[config.mk]
export PLATFORM = sky130hd
export DESIGN_NAME = fetch_unit_flat
export DESIGN_NICKNAME = d
export VERILOG_FILES = /design/src/rtl/riviera_fetch_pkg.sv /design/src/rtl/fetch_unit_if.sv /design/src/rtl/fetch_queue.sv /design/src/rtl/fetch_unit.sv /design/src/flat_wrapper.sv
export SDC_FILE = /design/constraint.sdc
export NUM_CORES = 1
export LEC_CHECK = 0
export BUFFER_PORTS_ARGS = -buffer_cell sky130_fd_sc_hd__buf_2
export CORE_MARGIN = 1
export CORE_UTILIZATION = 35
export CTS_CLUSTER_SIZE = 24
export DETAILED_ROUTE_END_ITERATION = 6
export PLACE_DENSITY = 0.62
export SETUP_SLACK_MARGIN = 0.1
export SLEW_MARGIN = 5
export SYNTH_ARGS = -nofsm -noshare
export SYNTH_HDL_FRONTEND = slang
export SYNTH_SLANG_ARGS = --single-unit
[constraint.sdc]
create_clock -name clk -period 7.7 [get_ports clk]
set_clock_uncertainty 0.15 [all_clocks]
set_input_delay 2.31 -clock clk [delete_from_list [all_inputs] [get_ports clk]]
set_output_delay 2.31 -clock clk [all_outputs]
set_load 0.02 [all_outputs]
[src/rtl/riviera_fetch_pkg.sv]
// Shared types for the instruction fetch stage.
// Queue entries pair an instruction with its byte PC.
package riviera_fetch_pkg;

   localparam int INSTR_WIDTH = 32;
   localparam int PC_W        = 32;

   typedef struct packed {
      logic [PC_W-1:0]        pc;
      logic [INSTR_WIDTH-1:0] instr;
   } fetch_entry_t;

   typedef enum logic {
      BOOT,
      RUN
   } fetch_state_e;

endpackage

[src/rtl/fetch_unit_if.sv]
// Fetch-to-decode valid/ready handshake.
// master drives the instruction, slave returns ready.
interface fetch_unit_if
   import riviera_fetch_pkg::*;
#(
   parameter int PC_WIDTH = 32
);
   logic                   o_valid;
   logic                   i_ready;
   logic [INSTR_WIDTH-1:0] o_instr;
   logic [PC_WIDTH-1:0]    o_pc;

   modport master (
      output o_valid,
      output o_instr,
      output o_pc,
      input  i_ready
   );

   modport slave (
      input  o_valid,
      input  o_instr,
      input  o_pc,
      output i_ready
   );
endinterface

[src/rtl/fetch_queue.sv]
// Instruction FIFO: up to two pushes and one pop per cycle,
// flush clears it; head reads as zero when empty.
module fetch_queue
   import riviera_fetch_pkg::*;
#(
   parameter int QDEPTH = 4
) (
   input  logic                       clk,
   input  logic                       rst,
   input  logic                       flush,
   input  logic                       push0,
   input  logic                       push1,
   input  fetch_entry_t               d0,
   input  fetch_entry_t               d1,
   input  logic                       pop,
   output fetch_entry_t               head,
   output logic [$clog2(QDEPTH):0]    count
);

   localparam int PW = $clog2(QDEPTH);
   localparam int CW = PW + 1;

   fetch_entry_t  mem [QDEPTH];
   logic [PW-1:0] rp;
   logic [PW-1:0] wp;

   assign head = (count != '0) ? mem[rp] : '0;

   always_ff @(posedge clk) begin
      if (push0)
         mem[wp] <= d0;
      if (push1)
         mem[wp + PW'(1)] <= d1;
   end

   always_ff @(posedge clk) begin
      if (rst || flush) begin
         rp    <= '0;
         wp    <= '0;
         count <= '0;
      end else begin
         rp    <= rp + PW'(pop);
         wp    <= wp + PW'(push0) + PW'(push1);
         count <= count + CW'(push0) + CW'(push1) - CW'(pop);
      end
   end

   always_ff @(posedge clk) begin
      if (!rst && !flush)
         assert (int'(count) + int'(push0) + int'(push1)
                 - int'(pop) <= QDEPTH);
   end

endmodule

[src/rtl/fetch_unit.sv]
// Instruction fetch: PC, instr_mem addressing, 64->2x32 split, queue.
// Optional FETCH_STATS_EN adds word/bubble/redirect counters.
module fetch_unit
   import riviera_fetch_pkg::*;
#(
   parameter int PC_WIDTH   = 32,
   parameter int ADDR_WIDTH = 11,
   parameter int DATA_WIDTH = 64,
   parameter int QDEPTH     = 4,
   parameter logic [PC_WIDTH-1:0] RESET_PC = '0
) (
   input  logic                  clk,
   input  logic                  rst,
   output logic [ADDR_WIDTH-1:0] o_imem_addr,
   input  logic [DATA_WIDTH-1:0] i_imem_rdata,
   input  logic                  i_redirect,
   input  logic [PC_WIDTH-1:0]   i_redirect_pc,
`ifdef FETCH_STATS_EN
   output logic [31:0]           o_stat_words,
   output logic [31:0]           o_stat_bubbles,
   output logic [31:0]           o_stat_redirects,
`endif
   fetch_unit_if.master          dec
);

   localparam int CW = $clog2(QDEPTH) + 1;
   localparam logic [CW:0] ISSUE_LIM = (CW+1)'(QDEPTH - 2);

   fetch_state_e          state;
   fetch_state_e          state_nxt;
   logic [PC_WIDTH-1:0]   fpc;
   logic [PC_WIDTH-1:0]   inflight_pc;
   logic                  inflight;
   logic [ADDR_WIDTH-1:0] addr_q;
   logic                  issue;
   logic                  ret;
   logic                  pop;
   logic                  push1;
   logic [CW-1:0]         q_count;
   logic [CW:0]           need;
   logic [31:0]           lo;
   logic [31:0]           hi;
   fetch_entry_t          d0;
   fetch_entry_t          d1;
   fetch_entry_t          head;
   logic                  unused_bits;

   assign unused_bits = &i_redirect_pc[1:0];

   // Each outstanding word may still land two entries.
   assign need = {1'b0, q_count}
               + {{(CW-1){1'b0}}, inflight, 1'b0};

   always_comb begin
      state_nxt = state;
      issue     = 1'b0;
      unique case (state)
         BOOT: state_nxt = RUN;
         RUN:  issue = !i_redirect && (need <= ISSUE_LIM);
      endcase
   end

   assign ret   = inflight && !i_redirect;
   assign push1 = ret && !inflight_pc[2];
   assign pop   = dec.o_valid && dec.i_ready && !i_redirect;

   assign lo = i_imem_rdata[31:0];
   assign hi = i_imem_rdata[63:32];
   assign d0 = '{pc: inflight_pc,
                 instr: inflight_pc[2] ? hi : lo};
   assign d1 = '{pc: inflight_pc + PC_WIDTH'(4), instr: hi};

   assign o_imem_addr = issue ? fpc[ADDR_WIDTH+2:3] : addr_q;

   always_ff @(posedge clk) begin
      if (rst)
         state <= BOOT;
      else
         state <= state_nxt;
   end

   always_ff @(posedge clk) begin
      if (rst) begin
         fpc         <= RESET_PC;
         inflight    <= 1'b0;
         inflight_pc <= RESET_PC;
         addr_q      <= RESET_PC[ADDR_WIDTH+2:3];
      end else begin
         addr_q   <= o_imem_addr;
         inflight <= issue;
         if (issue) begin
            inflight_pc <= fpc;
            fpc <= {fpc[PC_WIDTH-1:3] + (PC_WIDTH-3)'(1), 3'b0};
         end
         if (i_redirect)
            fpc <= {i_redirect_pc[PC_WIDTH-1:2], 2'b0};
      end
   end

   fetch_queue #(
      .QDEPTH (QDEPTH)
   ) u_queue (
      .clk   (clk),
      .rst   (rst),
      .flush (i_redirect),
      .push0 (ret),
      .push1 (push1),
      .d0    (d0),
      .d1    (d1),
      .pop   (pop),
      .head  (head),
      .count (q_count)
   );

   assign dec.o_valid = (q_count != '0);
   assign dec.o_instr = head.instr;
   assign dec.o_pc    = head.pc;

`ifdef FETCH_STATS_EN
   always_ff @(posedge clk) begin
      if (rst) begin
         o_stat_words     <= '0;
         o_stat_bubbles   <= '0;
         o_stat_redirects <= '0;
      end else begin
         if (ret)
            o_stat_words <= o_stat_words + 32'd1;
         if (state == RUN && !dec.o_valid)
            o_stat_bubbles <= o_stat_bubbles + 32'd1;
         if (i_redirect)
            o_stat_redirects <= o_stat_redirects + 32'd1;
      end
   end
`endif

endmodule

[src/flat_wrapper.sv]
// flat-port wrapper written by rule: the top's interface ports become plain ports
module fetch_unit_flat import riviera_fetch_pkg::*;
#(
   parameter int PC_WIDTH   = 32,
   parameter int ADDR_WIDTH = 11,
   parameter int DATA_WIDTH = 64,
   parameter int QDEPTH     = 4,
   parameter logic [PC_WIDTH-1:0] RESET_PC = '0
)
  (clk, rst, o_imem_addr, i_imem_rdata, i_redirect, i_redirect_pc, dec_o_valid, dec_o_instr, dec_o_pc, dec_i_ready);
  fetch_unit_if #(.PC_WIDTH(PC_WIDTH)) dec_i ();
  input  logic clk;
  input  logic rst;
  output logic [ADDR_WIDTH-1:0] o_imem_addr;
  input  logic [DATA_WIDTH-1:0] i_imem_rdata;
  input  logic i_redirect;
  input  logic [PC_WIDTH-1:0] i_redirect_pc;
  output wire logic [$bits(dec_i.o_valid)-1:0] dec_o_valid;
  output wire logic [$bits(dec_i.o_instr)-1:0] dec_o_instr;
  output wire logic [$bits(dec_i.o_pc)-1:0] dec_o_pc;
  input wire logic [$bits(dec_i.i_ready)-1:0] dec_i_ready;
  assign dec_o_valid = dec_i.o_valid;
  assign dec_o_instr = dec_i.o_instr;
  assign dec_o_pc = dec_i.o_pc;
  assign dec_i.i_ready = dec_i_ready;
  fetch_unit #(.PC_WIDTH(PC_WIDTH), .ADDR_WIDTH(ADDR_WIDTH), .DATA_WIDTH(DATA_WIDTH), .QDEPTH(QDEPTH), .RESET_PC(RESET_PC)) u_core (.clk(clk), .rst(rst), .o_imem_addr(o_imem_addr), .i_imem_rdata(i_imem_rdata), .i_redirect(i_redirect), .i_redirect_pc(i_redirect_pc), .dec(dec_i));
endmodule
# Word level (Yosys, flattened, before mapping)
# Memories as Yosys holds them, arrays and structs flattened. A register that Yosys moved wholly into a read port is not among the register bits.
# Cells that the tools add are included.
# word_totals
ramBits	256
register_bits	80
elab_cells	42
mem_count	1
# op_classes
order_cmp	1
n_reduce_logical	10
n_mux	12
addsub	10
# memory_table
name	depth	width	rd	rd_ports_with_merged_regs	write_ports	line_no	text
u_core.u_queue.mem	4	64	1	1	2	fetch_queue.sv:23	fetch_entry_t mem [QDEPTH];
# op_table
cell	n
32-bit two-way mux	3
64-bit two-way mux	1
32-bit by 3-bit adder with 32-bit output, second input constant	1
29-bit by 1-bit adder with 29-bit output, second input constant	1
11-bit two-way mux	1
2-bit by 1-bit adder with 2-bit output	3
3-bit by 1-bit adder with 3-bit output	2
1-bit two-way mux	6
1-bit logical AND	5
3-bit by 2-bit adder with 4-bit output	1
4-bit by 2-bit less-or-equal comparator with 1-bit output, second input constant	1
3-bit nonzero test	1
3-bit by 1-bit subtractor with 3-bit output	1
2-bit by 1-bit adder with 2-bit output, second input constant	1
1-bit zero test	2
2-bit two-way mux	1
2-bit nonzero test	1
1-bit logical OR	1

# Longest topological paths before layout
# depth
depth_word	6
depth_mapped	10
ltp_nobuf	9

# By module
# A second synthesis with hierarchy kept.
# unflattened
hier_cells	1265
area_unflattened_um2	17365.4
# by_module_without_submodules
module	cells_each	area_each_um2	n_inst
fetch_queue	728	13193.9	1
fetch_unit	537	4171.5	1

# Worst setup path after synthesis
# OpenSTA, ideal clock, no wires.
# synth_path
path_type	input to register
startpoint	input port i_redirect
endpoint	memory u_core.u_queue.mem[2][0] in the netlist's numbering (enable)
path_slack_ns	1.530
stages	2
arrival_ns	5.517
required_ns	7.048
path_cell_list	nand2b_1 -> a21oi_1
# synth_rtl
element	line_no	text
start, declared	flat_wrapper.sv:16	input logic i_redirect;
end, declared	fetch_queue.sv:23	

# Worst setup path after layout
# layout_path
startpoint	input port i_redirect
endpoint	output port o_imem_addr[0]
# layout_via
elab_chain_cells	4
# layout_lines
element	line_no	text
1-bit zero test	fetch_unit.sv:59	RUN: issue = !i_redirect && (need <= ISSUE_LIM);
1-bit logical AND	fetch_unit.sv:59	
1-bit two-way mux	fetch_unit.sv:57	unique case (state)
11-bit two-way mux	fetch_unit.sv:73	assign o_imem_addr = issue ? fpc[ADDR_WIDTH+2:3] : addr_q;
end, declared	flat_wrapper.sv:14	output logic [ADDR_WIDTH-1:0] o_imem_addr;
# Every way passes these cells.

==> qor.txt <==
Status - completed
Period minus WS final - 6.391 ns
TNS Setup - 0 ns
Pins Over Slew Limit - 0
Max Freq - 156.5 MHz
CTS tree - built
Grt total ovfl - 0
CP delay by family, top - simple AND/OR/NAND/NOR gates
Total leakage power - 0.006409 uW
Routed WL per cell - 18.89 um
H-tree depth - 2
Row count - 77
Max incr delay on CP - 0.51 ns
Tcrit/Tclk final - 82.99%
Startpoint Class - input pin
Synth warn - 0
Max-Cap Viols - 0
CP endpoint kind - output pin
Die extent in y - 214.1 um
IO Pins - 176
Cell Area, Synth - 15,740 um^2
Slowest stage cell on the critical path - and2_1
End of the critical path - o_imem_addr[0]
Clock power share - 43.9%
CP Cell Sequence - buf_2 -> nor4b_2 -> and2_1 -> nand2_1 -> nand2_1 -> buf_2
CP bufs+invs - 2
FF+latch count, synth - 328
Vias/cell - 5.068
Worst reg2reg path depth - 7
Netlist cell types - 58
Most common cell in the netlist - edfxtp_1
# Post-CTS Setup Buffers - 0
RSZ-0062 raised after global routing - no
DRC violations left - 0
Die W - 214.1 um
Post-synth EDFFs - 248
Syn Inst Count - 1,233
Top post-synthesis cells by count - 248 x edfxtp_1, 165 x nand2_1, 130 x mux2_2
Hold_ws - 0.3152 ns
Seq/Total Area, Yosys - 57.47%
Final Hold Viols - 0
Drt pass-1 iters - 5
Maximum root-to-sink buffer count - 3
First-pass GRT wire length - 57,080 um
Clock Latency Late Sink - 0.53 ns
Placement Cell Area - 17,040 um^2
Reg clk slew, reported paths - 0.06 ns
Finish-stage setup viols - 0
CP Launch Point - i_redirect
Sw Ratio - 21.91%
Worst flop-to-flop path startpoint - u_core.u_queue.count[1]
Multi-input gate area - 6181 um^2
Worst EP required - 5.24 ns
Worst-path maximum fanout - 13
Post-CTS Resized - 0
Sequential power share - 50.2%
Internal power - 3047 uW
Area leader, netlist - edfxtp_1
Drt first-iter violations - 604
Top cells by area, synth - edfxtp_1 47%, dfxtp_1 10%, mux2_2 9.3%
Slew headroom - 23.76%
Slew @ Worst Pin - 1.141 ns
Reg-to-reg setup timing slack - 4.58 ns
Starting density of the core - 35.53%
Final instance area - 18,220 um^2
Port Buf Inserts - 171
Clk sinks - 328
Hold Buf Count CTS - 0
WP data arrival - 3.93 ns
CTS root buffer - clkbuf_16
Total wire length - 36,770 um
Power per standard cell area - 214.2 nW/um^2
Post-route ant nets - 0
Core ar. - 44,320 um^2
Crit path depth - 6
Gp weighted congestion - 0.7684
Area grow syn2layout - 15.73%
Top FF cell, synth - edfxtp_1
Hpwl dp - 22,840 um
Worst r2r dst - u_core.fpc[24]
Filler cells - 4,178
Gate power share - 6.0%
Fraction of layout cells with a size suffix above 1 - 34.10%
Via count - 9,862
Overall global routing resource usage - 16.04%
Ys async rst share - 0%
CTS buffer count - 38
Vias in the first global route - 9,910
CP Class - in2out
Largest net degree at the start of global routing - 63
Nets - 1,432
Die Area - 45,830 um^2
Switch Pwr - 855.1 uW
Worst vdd ir - 126.3 uV
Total power - 3902 uW
Worst min-delay path class - reg2reg
Syn Area/Cell - 12.77 um^2
Initial antenna violation count - 0
Synth top area share - 47.30%
FF+latch area - 9054 um^2
## worst min path at each step
stage | from | to | cells after the start
after floorplan | u_core.fpc[2] | u_core.inflight_pc[2] | 2
after global placement | u_core.fpc[2] | u_core.inflight_pc[2] | 2
after detailed placement | u_core.fpc[2] | u_core.inflight_pc[2] | 2
after CTS | u_core.addr_q[1] | u_core.addr_q[1] | 2
after global routing | u_core.addr_q[1] | u_core.addr_q[1] | 2
final | u_core.addr_q[6] | u_core.addr_q[6] | 2
## layer usage
| metal | track usage, % | vias to the layer above | part of all wire [%] |
|---|---|---|---|
| li1 | - | 4652 | - |
| met1 | 21.62 | 4902 | 45 |
| met2 | 26.50 | 263 | 48 |
| met3 | 2.610 | 45 | 4.8 |
| met4 | 4.881 | 0 | 2.0 |
| met5 | 0 | - | 0 |
## logic make-up after synthesis
kind of cell	after synthesis	synth area share [%]
xor gates and xnor gates	62	3.449
DFF	328	57.47
adders and majority gates	8	0.7788
AOI/OAI and AO/OA	122	4.522
and+or+nand+nor	366	11.76
other	1	0.02382
buffers and inverters	154	3.823
muxes	192	18.17
## registers in the layout (all words and copies together), names as in the netlist
name / flops
u_core.u_queue.mem: 248
u_core.fpc: 30
u_core.inflight_pc: 30
u_core.addr_q: 11
u_core.u_queue.count: 3
u_core.u_queue.rp: 2
u_core.u_queue.wp: 2
u_core.inflight: 1
u_core.state: 1
## layout by cell type (no fill, tap or decap), types with 5 or more instances in the layout
master,instances
ha_1,5
and3_1,7
and2_1,7
nand2_1,164
a21oi_1,66
clkbuf_16,39
nor3_1,9
mux2_2,130
nor4_1,5
nand4_1,15
o211ai_1,5
mux4_2,62
buf_2,171
and4_1,6
inv_1,16
clkinv_2,7
buf_4,13
nor2_1,41
edfxtp_1,248
o21ai_0,11
a31oi_1,14
xor2_1,20
dfxtp_1,78
nor2b_1,64
xnor2_1,42
clkbuf_1,11
nand3_1,14
nand2b_1,5
## worst register-to-register path, stage by stage, from the launching register on
cell and delay [ns]:
dfxtp_1 0.35, ha_1 0.23, nor4b_2 0.55, nand2_2 0.49, buf_4 0.41, nor4b_1 0.37
mux2_2 0.37, a21oi_1 0.13
## power groups by stage
stage / clock, uW / combinational [uW] / sequential, uW
floorplan: 0 / 158 / 1980
global placement: 0 / 230 / 1990
finish: 1710 / 234 / 1960
global route: 1830 / 256 / 1960
CTS: 1760 / 237 / 1960
detailed placement: 0 / 236 / 1990
## per-stage QoR
step           worst slack (ns)  utilization, %  std cells
2_1_floorplan             1.530               -       1234
3_3_place_gp              1.284           38.44       1876
5_1_grt                   1.138           41.10       1944
6_report                  1.309           41.11       1946
4_1_cts                   1.290           41.10       1944
3_5_place_dp              1.295           38.44       1876
## cell type report
cell class                      count  area share [%]
Antenna cell                        2         0.02747
Clock inverter                     16          0.7348
Clock buffer                       52           5.734
Timing Repair Buffer              186           5.453
Multi-Input combinational cell    752           33.92
Tap cell                          592           4.065
Inverter                           18          0.3708
Sequential cell                   328           49.69
Note: power is estimated with default switching activity, not from simulation.
